--- src/rtl/button_pkg.sv ---
// rtl/button_pkg.sv - shared state encoding and default parameters for button_conditioner
package button_pkg;

  // Bit 1 set means the debounced level is high.
  typedef enum logic [1:0] {
    IDLE         = 2'b00,
    PRESS_WAIT   = 2'b01,
    PRESSED      = 2'b10,
    RELEASE_WAIT = 2'b11
  } btn_state_t;

  localparam int DEBOUNCE_CYCLES_DEF = 4;
  localparam int REPEAT_DELAY_DEF    = 8;
  localparam int REPEAT_PERIOD_DEF   = 3;

endpackage

--- src/rtl/sync_2ff.sv ---
// rtl/sync_2ff.sv - two-flop synchronizer for a single asynchronous bit
module sync_2ff (
  input  logic clk,
  input  logic reset,
  input  logic d,
  output logic q
);

  logic meta;

  always_ff @(posedge clk) begin
    if (reset) begin
      meta <= 1'b0;
      q    <= 1'b0;
    end else begin
      meta <= d;
      q    <= meta;
    end
  end

endmodule

--- src/rtl/button_conditioner.sv ---
// rtl/button_conditioner.sv - debounced button with press strobe; auto-repeat under BUTTON_CONDITIONER_AUTOREPEAT_EN
module button_conditioner
  import button_pkg::*;
#(
  parameter int DEBOUNCE_CYCLES = DEBOUNCE_CYCLES_DEF,
  parameter int REPEAT_DELAY    = REPEAT_DELAY_DEF,
  parameter int REPEAT_PERIOD   = REPEAT_PERIOD_DEF
) (
  input  logic clk,
  input  logic reset,
  input  logic btn_raw,
  output logic pulse,
  output logic level
);

  // The sample that moves the FSM into a wait state counts as the first stable
  // sample, so the wait state exits once the counter reaches DEBOUNCE_CYCLES-1
  // (but always stays at least one cycle).
  localparam logic [7:0] DB_LAST = (DEBOUNCE_CYCLES > 1) ? 8'(DEBOUNCE_CYCLES - 1) : 8'd1;

  logic       sync;
  btn_state_t state, next_state;
  logic [7:0] cnt, cnt_d;
  logic       press_pulse;
  logic       rep_pulse;

  sync_2ff u_sync (
    .clk   (clk),
    .reset (reset),
    .d     (btn_raw),
    .q     (sync)
  );

  always_ff @(posedge clk) begin
    if (reset) begin
      state <= IDLE;
      cnt   <= 8'd0;
      pulse <= 1'b0;
    end else begin
      state <= next_state;
      cnt   <= cnt_d;
      pulse <= press_pulse | rep_pulse;
    end
  end

  always_comb begin
    next_state  = state;
    cnt_d       = 8'd0;
    press_pulse = 1'b0;
    case (state)
      IDLE: begin
        if (sync) begin
          next_state = PRESS_WAIT;
          cnt_d      = 8'd1;
        end
      end
      PRESS_WAIT: begin
        if (!sync) begin
          next_state = IDLE;
        end else if (cnt >= DB_LAST) begin
          next_state  = PRESSED;
          press_pulse = 1'b1;
        end else begin
          cnt_d = cnt + 8'd1;
        end
      end
      PRESSED: begin
        if (!sync) begin
          next_state = RELEASE_WAIT;
          cnt_d      = 8'd1;
        end
      end
      RELEASE_WAIT: begin
        if (sync) begin
          next_state = PRESSED;
        end else if (cnt >= DB_LAST) begin
          next_state = IDLE;
        end else begin
          cnt_d = cnt + 8'd1;
        end
      end
      default: next_state = IDLE;
    endcase
  end

  assign level = state[1];

`ifdef BUTTON_CONDITIONER_AUTOREPEAT_EN
  localparam logic [15:0] DELAY_LAST  = 16'(REPEAT_DELAY - 1);
  localparam logic [15:0] PERIOD_LAST = 16'(REPEAT_PERIOD - 1);

  logic [15:0] hold, hold_d;
  logic        rep, rep_d;

  always_ff @(posedge clk) begin
    if (reset) begin
      hold <= 16'd0;
      rep  <= 1'b0;
    end else begin
      hold <= hold_d;
      rep  <= rep_d;
    end
  end

  // rep selects the first-delay threshold versus the steady repeat period.
  always_comb begin
    hold_d    = 16'd0;
    rep_d     = 1'b0;
    rep_pulse = 1'b0;
    if (state == PRESSED && next_state == PRESSED) begin
      if (hold == (rep ? PERIOD_LAST : DELAY_LAST)) begin
        rep_pulse = 1'b1;
        rep_d     = 1'b1;
      end else begin
        hold_d = hold + 16'd1;
        rep_d  = rep;
      end
    end
  end
`else
  assign rep_pulse = 1'b0;
`endif

endmodule

--- config.mk ---
export PLATFORM = sky130hd
export DESIGN_NAME = button_conditioner
export DESIGN_NICKNAME = d
export VERILOG_FILES = /design/src/rtl/button_pkg.sv /design/src/rtl/sync_2ff.sv /design/src/rtl/button_conditioner.sv
export SDC_FILE = /design/constraint.sdc
export NUM_CORES = 1
export LEC_CHECK = 0
export CAP_MARGIN = 20
export CORE_AREA = 2 2 39 41
export DETAILED_ROUTE_END_ITERATION = 6
export DIE_AREA = 0 0 41 43
export PLACE_DENSITY = 0.5
export SETUP_SLACK_MARGIN = 0.05
export SYNTH_ARGS = -nofsm -noshare
export SYNTH_HDL_FRONTEND = slang
export SYNTH_HIERARCHICAL = 1
export SYNTH_SLANG_ARGS = --single-unit
--- constraint.sdc ---
create_clock -name clk -period 1.3 [get_ports clk]
set_input_delay 0.195 -clock clk [delete_from_list [all_inputs] [get_ports clk]]
set_output_delay 0.195 -clock clk [all_outputs]
set_load 0.01 [all_outputs]
==> flow_summary.yaml, run 1 <==
status:
  status: "finished clean"
clock_tree:
  post_cts.repair.setup_buffers: 0
  htreeDepth: 1
  hold_buffers: 0
  clk_pin_slew_ns: 0.08
  numCtsBuffers: 3
  clock_latency_ns: 0.27
  cts_root_buffer: "clkbuf_4"
  cts.path.max_buffers: 2
  clock-sinks: 13
  cts_tree: "done"
power_and_ir_drop:
  p_leak_nw: 0.2256
  irDropWorstVdd_uv: 625.2
  p_total_mw: 0.6990
  power.density_nw_per_um2: 1275
synth:
  yosys.area.top_type: "dfxtp_1"
  synthesis.instances: 35
  syn_avg_cell_area_sq_um: 12.48
  yosys.area.top_type_share_pct: 59.60
  yosysSeqAreaShare_pct: 59.60
  yosys_register_bits: 13
  yosys.cell_types.count: 16
  syn_area_sq_um: 436.7
  ys_top_cells_by_area: "dfxtp_1 60%, nor2b_1 5.7%, nor4_4 4.9%"
  ys_warn_count: 6
critical_path:
  cp-start-kind: "register"
  crit_chain: "ha_1 > nor4_4 > nand4b_1 > a211oi_2"
  cp.arrival_ns: 1.40
  crit_fanout: 3
  worst_setup_path_end_kind: "register"
  cp_top_family: "simple AND/OR/NAND/NOR gates"
  crit_required_ns: 1.50
  worst-path-buf-inv: 0
  cpPeakStageDelay_ns: 0.32
  path_class: "reg2reg"
  cp_slowest_cell: "dfxtp_1"
global_route:
  grt_overflow: 0
  grt_pass1_wl_um: 1117
  busiest_layer: "met2"
  track_usage_pct: 10.51
  grt_pass1_vias: 270
  antenna_found_initial: 0
  grtUsageMet2_pct: 14.37
  gr-usage-met3_pct: 4.712
  use_met1_pct: 11.15
  grt_max_degree: 8
floorplan:
  io_pins: 5
  std_cell_rows: 14
  initial_core_util_pct: 31.56
  die_h_um: 43
  fp.dieW_um: 41
  design.core.area_sq_um: 1384
  die-area_sq_um: 1763
routing:
  ant_nets: 0
  drc: 0
  drtIter0Drc: 5
  dr.pass1.iters: 3
  vias_per_cell: 4.262
  wirelength_um: 635
  routedWlPerCell_um: 9.769
  via_count: 277
timing:
  setup_violations: 0
  min_period_ns: 1.203
  hold_viol: 0
  timing.fmax_mhz: 831.5
  whs_ns: 0.4406
  clock_skew_ns: 0.002356
  grt_setup_unrepaired: "true"
  fin_crit_sh_pct: 92.52
  drv_slew: 0
cells_and_area:
  diodes: 0
  final_layout_size_suffix_gt1_share_pct: 18.37
  fin_nets: 54
  post-route-util_pct: 39.60
  area_delta_synth_final_pct: 25.50
hold_path:
  min_path_type: "reg2reg"
placed_design:
  portBuffers: 4
  hpwl_um: 470.9
  gp_congestion: 0.6903
flow_run:
  drv_cap: 0
==> synthesized netlist by cell type <==
| library cell | n |
|---|---|
| nor4_4 | 1 |
| ha_1 | 1 |
| and4b_1 | 1 |
| mux2i_1 | 1 |
| nand4b_1 | 1 |
| nor2b_1 | 4 |
| nand2_1 | 2 |
| nor3_2 | 1 |
| a21o_2 | 1 |
| nor3_1 | 3 |
| a211oi_2 | 1 |
| conb_1 | 1 |
| dfxtp_1 | 13 |
| or2b_1 | 2 |
| xnor2_1 | 1 |
| a21boi_1 | 1 |
==> layout by cell type, fill, tap and decap left out <==
cell	Yosys	routed
a21o_2	1	1
xnor2_1	1	1
clkbuf_4	0	3
dfxtp_2	0	1
clkdlybuf4s50_1	0	2
clkbuf_1	0	1
nor3_2	1	1
dlygate4sd2_1	0	2
ha_1	1	1
and4b_1	1	1
nor4_4	1	1
or2b_1	2	2
a21boi_1	1	1
buf_4	0	1
nor3_1	3	3
nand4b_1	1	1
a211oi_2	1	1
nand2_1	2	2
dfxtp_1	13	12
mux2i_1	1	1
conb_1	1	6
nor2b_1	4	4
==> through the flow <==
step | setup slack, ns | cells | TNS [ns] | cell area, sq um
floorplan | 0.1003 | 40 | 0 | 455.4
global placement | 0.03715 | 61 | 0 | 523.0
detailed placement | -0.008307 | 61 | -0.008307 | 523.0
CTS | 0.08270 | 65 | 0 | 546.8
global route | 0.04197 | 65 | 0 | 548.0
finish | 0.09729 | 65 | 0 | 548.0
==> state kept, by name, summed over array words and instances (netlist names), named ones only <==
register	count
state	1
cnt	8
u_sync/meta	1
u_sync/q	1
pulse	1
==> worst register-to-register path: stages (launching register included) <==
cell and delay [ns]:
dfxtp_1 0.32, ha_1 0.22, nor4_4 0.19, nand4b_1 0.16, a211oi_2 0.23
==> where the power goes <==
part           leakage (nW)  internal (mW)  switching, mW
Clock                0.0150          0.119          0.125
Sequential            0.108          0.414        0.00992
Combinational         0.103         0.0184         0.0130
Total                 0.226          0.551          0.148
==> logic make-up after synthesis <==
family / Yosys count / synth area share (%)
fa+ha+maj: 1 / 2.865
xor+xnor: 1 / 2.006
flops: 13 / 59.60
other cells: 1 / 0.8588
compound gates: 3 / 6.591
mux: 1 / 2.292
simple gates: 15 / 25.79
==> final timing paths <==
path	depth (start not counted)	slack [ns]	startpoint	endpoint
max	4	0.1	cnt[0]$_SDFF_PP0_	cnt[0]$_SDFF_PP0_
min	1	0.44	u_sync/meta$_SDFF_PP0_	u_sync/q$_SDFF_PP0_
max reg2reg	4	0.1	cnt[0]$_SDFF_PP0_	cnt[0]$_SDFF_PP0_
min reg2reg	1	0.44	u_sync/meta$_SDFF_PP0_	u_sync/q$_SDFF_PP0_
==> routing by layer <==
layer	vias up	wire [um]
met2	6	296
met1	126	278
li1	141	-
met4	0	31
met3	4	29
met5	-	0
==> area by class of cell <==
type	instances	area, sq um
Multi-Input combinational cell	27	195.2
Fill cell	139	835.8
Tap cell	16	20.02
Sequential cell	13	261.5
Clock buffer	4	26.28
Timing Repair Buffer	5	45.04
==> timing repair <==
item	4_1_cts	5_1_grt
resized for setup	2	1
pin swaps	1	0
endpoints found under the setup margin	5	2
(Power assumes the default switching activity.)
==> run 2: changes to the inputs <==
==> constraint.sdc (replaced) <==
create_clock -name clk -period 1.3 [get_ports clk]
set_input_delay 0.195 -clock clk [delete_from_list [all_inputs] [get_ports clk]]
set_output_delay 0.195 -clock clk [all_outputs]
set_load 0.1 [all_outputs]
==> run 2 against run 1 <==
  * Total power barely moved
  * Non-clock buffer count did not move
  * First-iteration DRC count fell by 100%
  * Global-route usage fell by 1.5 points
  * Sequential power barely moved
  * Clock-buffer cell count did not move
  * Flip-flop and latch count did not move
  * Wire length fell by 1.7%
  * Core utilization rose by 2.8 points
  * Final cell count did not move
  * Setup slack improved by 0.032 ns
  * Critical path type unchanged
  * Largest cell class unchanged
==> flow_summary.yaml, run 2 (same netlist as run 1, synthesis figures left out) <==
status:
  status: "finished clean"
power_and_ir_drop:
  p_int_mw: 0.5503
  combinationalPowerShare_pct: 5.0
  pwr-share-seq_pct: 60.5
  p_leak_nw: 0.2237
  clockPowerShare_pct: 34.5
  p_sw_mw: 0.1489
  irDropWorstVdd_uv: 445.8
  power.density_nw_per_um2: 1192
  swShare_pct: 21.29
  p_total_mw: 0.6992
cells_and_area:
  area_delta_synth_final_pct: 34.38
  post-route-util_pct: 42.41
  filler_cell_count: 130
  multi_input_area_sq_um: 207.7
  largest_reg_flops: 8
  fin_cells: 65
  diodes: 0
  final_common_cell: "dfxtp_1"
  final_area_sq_um: 586.8
  regMostFlops: "cnt"
  fin_nets: 54
  final_layout_size_suffix_gt1_share_pct: 26.53
  mostFrequentLayoutCells: "11 x dfxtp_1, 6 x conb_1, 4 x nor2b_1"
  seqCellArea_sq_um: 265.3
placed_design:
  pre_cts_slack_ns: 0.01805
  place_area_sq_um: 546.8
  dpl.cell_count: 61
  portBuffers: 4
  hpwl_um: 460.1
  gp_congestion: 0.6960
routing:
  routed.top_layer: "met4"
  wl_met2_um: 316
  routedWlPerCell_um: 9.600
  drc: 0
  wirelength_um: 624
  drtIter0Drc: 0
  vias_per_cell: 4.323
  via_count: 281
  ant_nets: 0
  dr.pass1.iters: 1
  wl_met1_um: 275
  wl_met3_um: 22
floorplan:
  fp.dieW_um: 41
  std_cell_rows: 14
  die_h_um: 43
  io_pins: 5
  initial_core_util_pct: 31.56
  design.core.area_sq_um: 1384
  die-area_sq_um: 1763
critical_path:
  path_class: "reg2reg"
  reg2reg_depth: 4
  cp.arrival_ns: 1.36
  crit_required_ns: 1.49
  worst_setup_path_end_kind: "register"
  cp-start-kind: "register"
  crit_fanout: 3
timing:
  hold_viol: 0
  whs_ns: 0.4558
  min_period_ns: 1.170
  grt_setup_unrepaired: "false"
  setup_ws_ns: 0.1296
  tns_ns: 0
  clock_skew_ns: 0.005029
  drv_slew: 0
  fin_crit_sh_pct: 90.03
  setup_violations: 0
  timing.fmax_mhz: 854.4
global_route:
  grt_pass1_wl_um: 952
  grt_pass1_vias: 248
  grt_overflow: 0
  track_usage_pct: 9.008
  grt_max_degree: 8
  antenna_found_initial: 0
clock_tree:
  cts_tree: "done"
  clk_pin_slew_ns: 0.08
  cts.path.max_buffers: 2
  post_cts.repair.setup_buffers: 0
  cts_root_buffer: "clkbuf_4"
  clock-sinks: 13
  htreeDepth: 1
  clock_latency_ns: 0.27
  numCtsBuffers: 3
hold_path:
  min_path_cells: 1
  min_path_type: "reg2reg"
flow_run:
  drv_cap: 0
run 2: timing repair:
action	CTS	global route
pin swaps	1	3
hold buffers	0	0
gates resized for setup	0	3
setup endpoints to repair	1	1
run 2: final cells by class:
class | count | share of cell area [%]
clock buffer | 4 | 4.478
multi-input combinational | 27 | 35.39
sequential | 13 | 45.20
tap | 16 | 3.412
timing repair buffer | 5 | 11.51
run 2: power groups by stage:
stage | sequential, mW | combinational [mW] | clock [mW]
floorplan | 0.432 | 0.0171 | 0
global placement | 0.431 | 0.0336 | 0
detailed placement | 0.431 | 0.0345 | 0
CTS | 0.422 | 0.0348 | 0.260
global route | 0.425 | 0.0389 | 0.270
finish | 0.423 | 0.0349 | 0.241
run 2: worst max-delay path, stage by stage (launching register included):
cell and delay, ns:
dfxtp_2 0.34, ha_4 0.16, nor4_4 0.25, nand4b_1 0.15, a211oi_2 0.18
run 2: routing by layer:
metal  vias up  track usage (%)
met1       131            10.23
met4         0            12.00
met2         4            10.63
met5         -                0
li1        144                -
met3         2            3.141
run 2: worst paths after layout:
path	start	to	slack [ns]
max	cnt[0]$_SDFF_PP0_	cnt[0]$_SDFF_PP0_	0.13
min	u_sync/meta$_SDFF_PP0_	u_sync/q$_SDFF_PP0_	0.46
max reg2reg	cnt[0]$_SDFF_PP0_	cnt[0]$_SDFF_PP0_	0.13
min reg2reg	u_sync/meta$_SDFF_PP0_	u_sync/q$_SDFF_PP0_	0.46
==> run 3: changes to the inputs <==
--- a/config.mk
+++ b/config.mk
@@ -9,7 +9,7 @@
 export CORE_AREA = 2 2 39 41
 export DETAILED_ROUTE_END_ITERATION = 6
 export DIE_AREA = 0 0 41 43
-export PLACE_DENSITY = 0.5
+export PLACE_DENSITY_LB_ADDON = 0.3
 export SETUP_SLACK_MARGIN = 0.05
 export SYNTH_ARGS = -nofsm -noshare
 export SYNTH_HDL_FRONTEND = slang
==> run 3 against run 2 <==
  * Wire length shrank 17%
  * Critical path type unchanged
  * Largest power group unchanged
  * Via count shrank 5.7%
  * Largest cell class unchanged
  * Register-to-register slack is essentially flat
  * Highest routed layer unchanged
  * Core utilization shrank 0.54 points
==> flow_summary.yaml, run 3 (same netlist as run 1, synthesis figures left out) <==
status:
  status: "finished clean"
critical_path:
  cpPeakStageDelay_ns: 0.34
  crit_required_ns: 1.49
  r2r_slack_ns: 0.14
  cp-start-kind: "register"
  crit_chain: "ha_4 > nor4_4 > nand4b_1 > a211oi_2"
  worst_setup_path_end_kind: "register"
  path_class: "reg2reg"
  cp_slowest_cell: "dfxtp_2"
  cp.arrival_ns: 1.35
  crit_fanout: 3
clock_tree:
  clock_latency_ns: 0.27
  numCtsBuffers: 3
  clk_pin_slew_ns: 0.07
  cts.path.max_buffers: 2
  htreeDepth: 1
  cts_root_buffer: "clkbuf_4"
  cts_tree: "done"
  clock-sinks: 13
  post_cts.repair.setup_buffers: 0
routing:
  vias_per_cell: 4.141
  routedWlPerCell_um: 8.047
  drc: 0
  wirelength_um: 515
  dr.pass1.iters: 2
  ant_nets: 0
  via_count: 265
  drtIter0Drc: 3
power_and_ir_drop:
  p_leak_nw: 0.2189
  pwr-share-seq_pct: 61.4
  combinationalPowerShare_pct: 4.6
  irDropWorstVdd_uv: 594.6
  power.density_nw_per_um2: 1188
  p_int_mw: 0.5484
  swShare_pct: 20.32
  clockPowerShare_pct: 34.0
  p_sw_mw: 0.1399
floorplan:
  initial_core_util_pct: 31.56
  fp.dieW_um: 41
  io_pins: 5
  design.core.area_sq_um: 1384
  die_h_um: 43
  die-area_sq_um: 1763
  std_cell_rows: 14
global_route:
  grt_max_degree: 8
  grt_overflow: 0
  grt_pass1_wl_um: 952
  antenna_found_initial: 0
  track_usage_pct: 8.898
  grt_pass1_vias: 242
timing:
  drv_slew: 0
  fin_crit_sh_pct: 89.42
  min_period_ns: 1.162
  clock_skew_ns: 0.002958
  timing.fmax_mhz: 860.2
  tns_ns: 0
  grt_setup_unrepaired: "false"
  setup_violations: 0
  hold_viol: 0
placed_design:
  dpl.cell_count: 60
  hpwl_um: 403.6
  gp_congestion: 0.7097
  portBuffers: 4
flow_run:
  drv_cap: 0
cells_and_area:
  regMostFlops: "cnt"
  fin_nets: 53
  fin_cells: 64
  diodes: 0
  largest_reg_flops: 8
  filler_cell_count: 130
  final_common_cell: "dfxtp_1"
  area_delta_synth_final_pct: 32.66
  mostFrequentLayoutCells: "11 x dfxtp_1, 6 x conb_1, 4 x nor2b_1"
  final_layout_size_suffix_gt1_share_pct: 25.00
hold_path:
  min_path_type: "reg2reg"
==> run 3: cell types whose count changed in the layout (fill, tap and decap cells not counted), sizes merged <==
cell / change
buf: -1
==> run 3: layout make-up <==
cell class	count	area (sq um)	share of cell area (%)
well taps	16	20.02	3.456
repair buffers	4	60.06	10.37
clock buffers	4	26.28	4.536
flip-flops and latches	13	265.3	45.79
multi-input cells	27	207.7	35.85
==> run 3: critical path, delay by kind of cell (launching register included) <==
family          cells  cell delay, ns
fa+ha+maj           1            0.16
simple gates        2            0.40
compound gates      1            0.18
flops               1            0.34
==> run 3: final timing paths <==
path,start,cells after the start,to
hold reg to reg,u_sync/meta$_SDFF_PP0_,1,u_sync/q$_SDFF_PP0_
hold / removal,u_sync/meta$_SDFF_PP0_,1,u_sync/q$_SDFF_PP0_
setup reg to reg,cnt[0]$_SDFF_PP0_,4,cnt[0]$_SDFF_PP0_
setup / recovery,cnt[0]$_SDFF_PP0_,4,cnt[0]$_SDFF_PP0_
==> run 3: power by group through the flow <==
stage               registers, mW  clock network [mW]  logic (mW)
global placement            0.431                   0      0.0314
finish                      0.423               0.234      0.0318
detailed placement          0.431                   0      0.0314
floorplan                   0.432                   0      0.0171
CTS                         0.422               0.246      0.0320
global route                0.425               0.268      0.0356
==> run 3: through the flow <==
stage / utilization [%] / hold WS (ns) / setup slack, ns / instance area (sq um) / total power [mW]
2_1_floorplan: - / 0.2666 / 0.1003 / 459.2 / 0.4489
3_3_place_gp: 38.97 / 0.4223 / 0.05492 / 539.3 / 0.4624
3_5_place_dp: 38.97 / 0.4291 / 0.02296 / 539.3 / 0.4627
4_1_cts: 40.87 / 0.4465 / 0.1222 / 565.5 / 0.6995
5_1_grt: 41.86 / 0.4678 / 0.05310 / 579.3 / 0.7287
6_report: 41.86 / 0.4436 / 0.1375 / 579.3 / 0.6883
==> run 3: what timing repair did <==
item / CTS / global route
pin swaps: 1 / 3
hold buffers: 0 / 0
cloned: 0 / 0
setup endpoints to repair: 3 / 1
resized for setup: 0 / 3
==> run 3: routing by layer <==
layer  up-vias  track usage, %  share of wire (%)
met4         0           10.00                1.9
li1        144               -                  -
met3         2           4.712                3.7
met1       115           9.868                 47
met5         -               0                  0
met2         4           10.63                 48
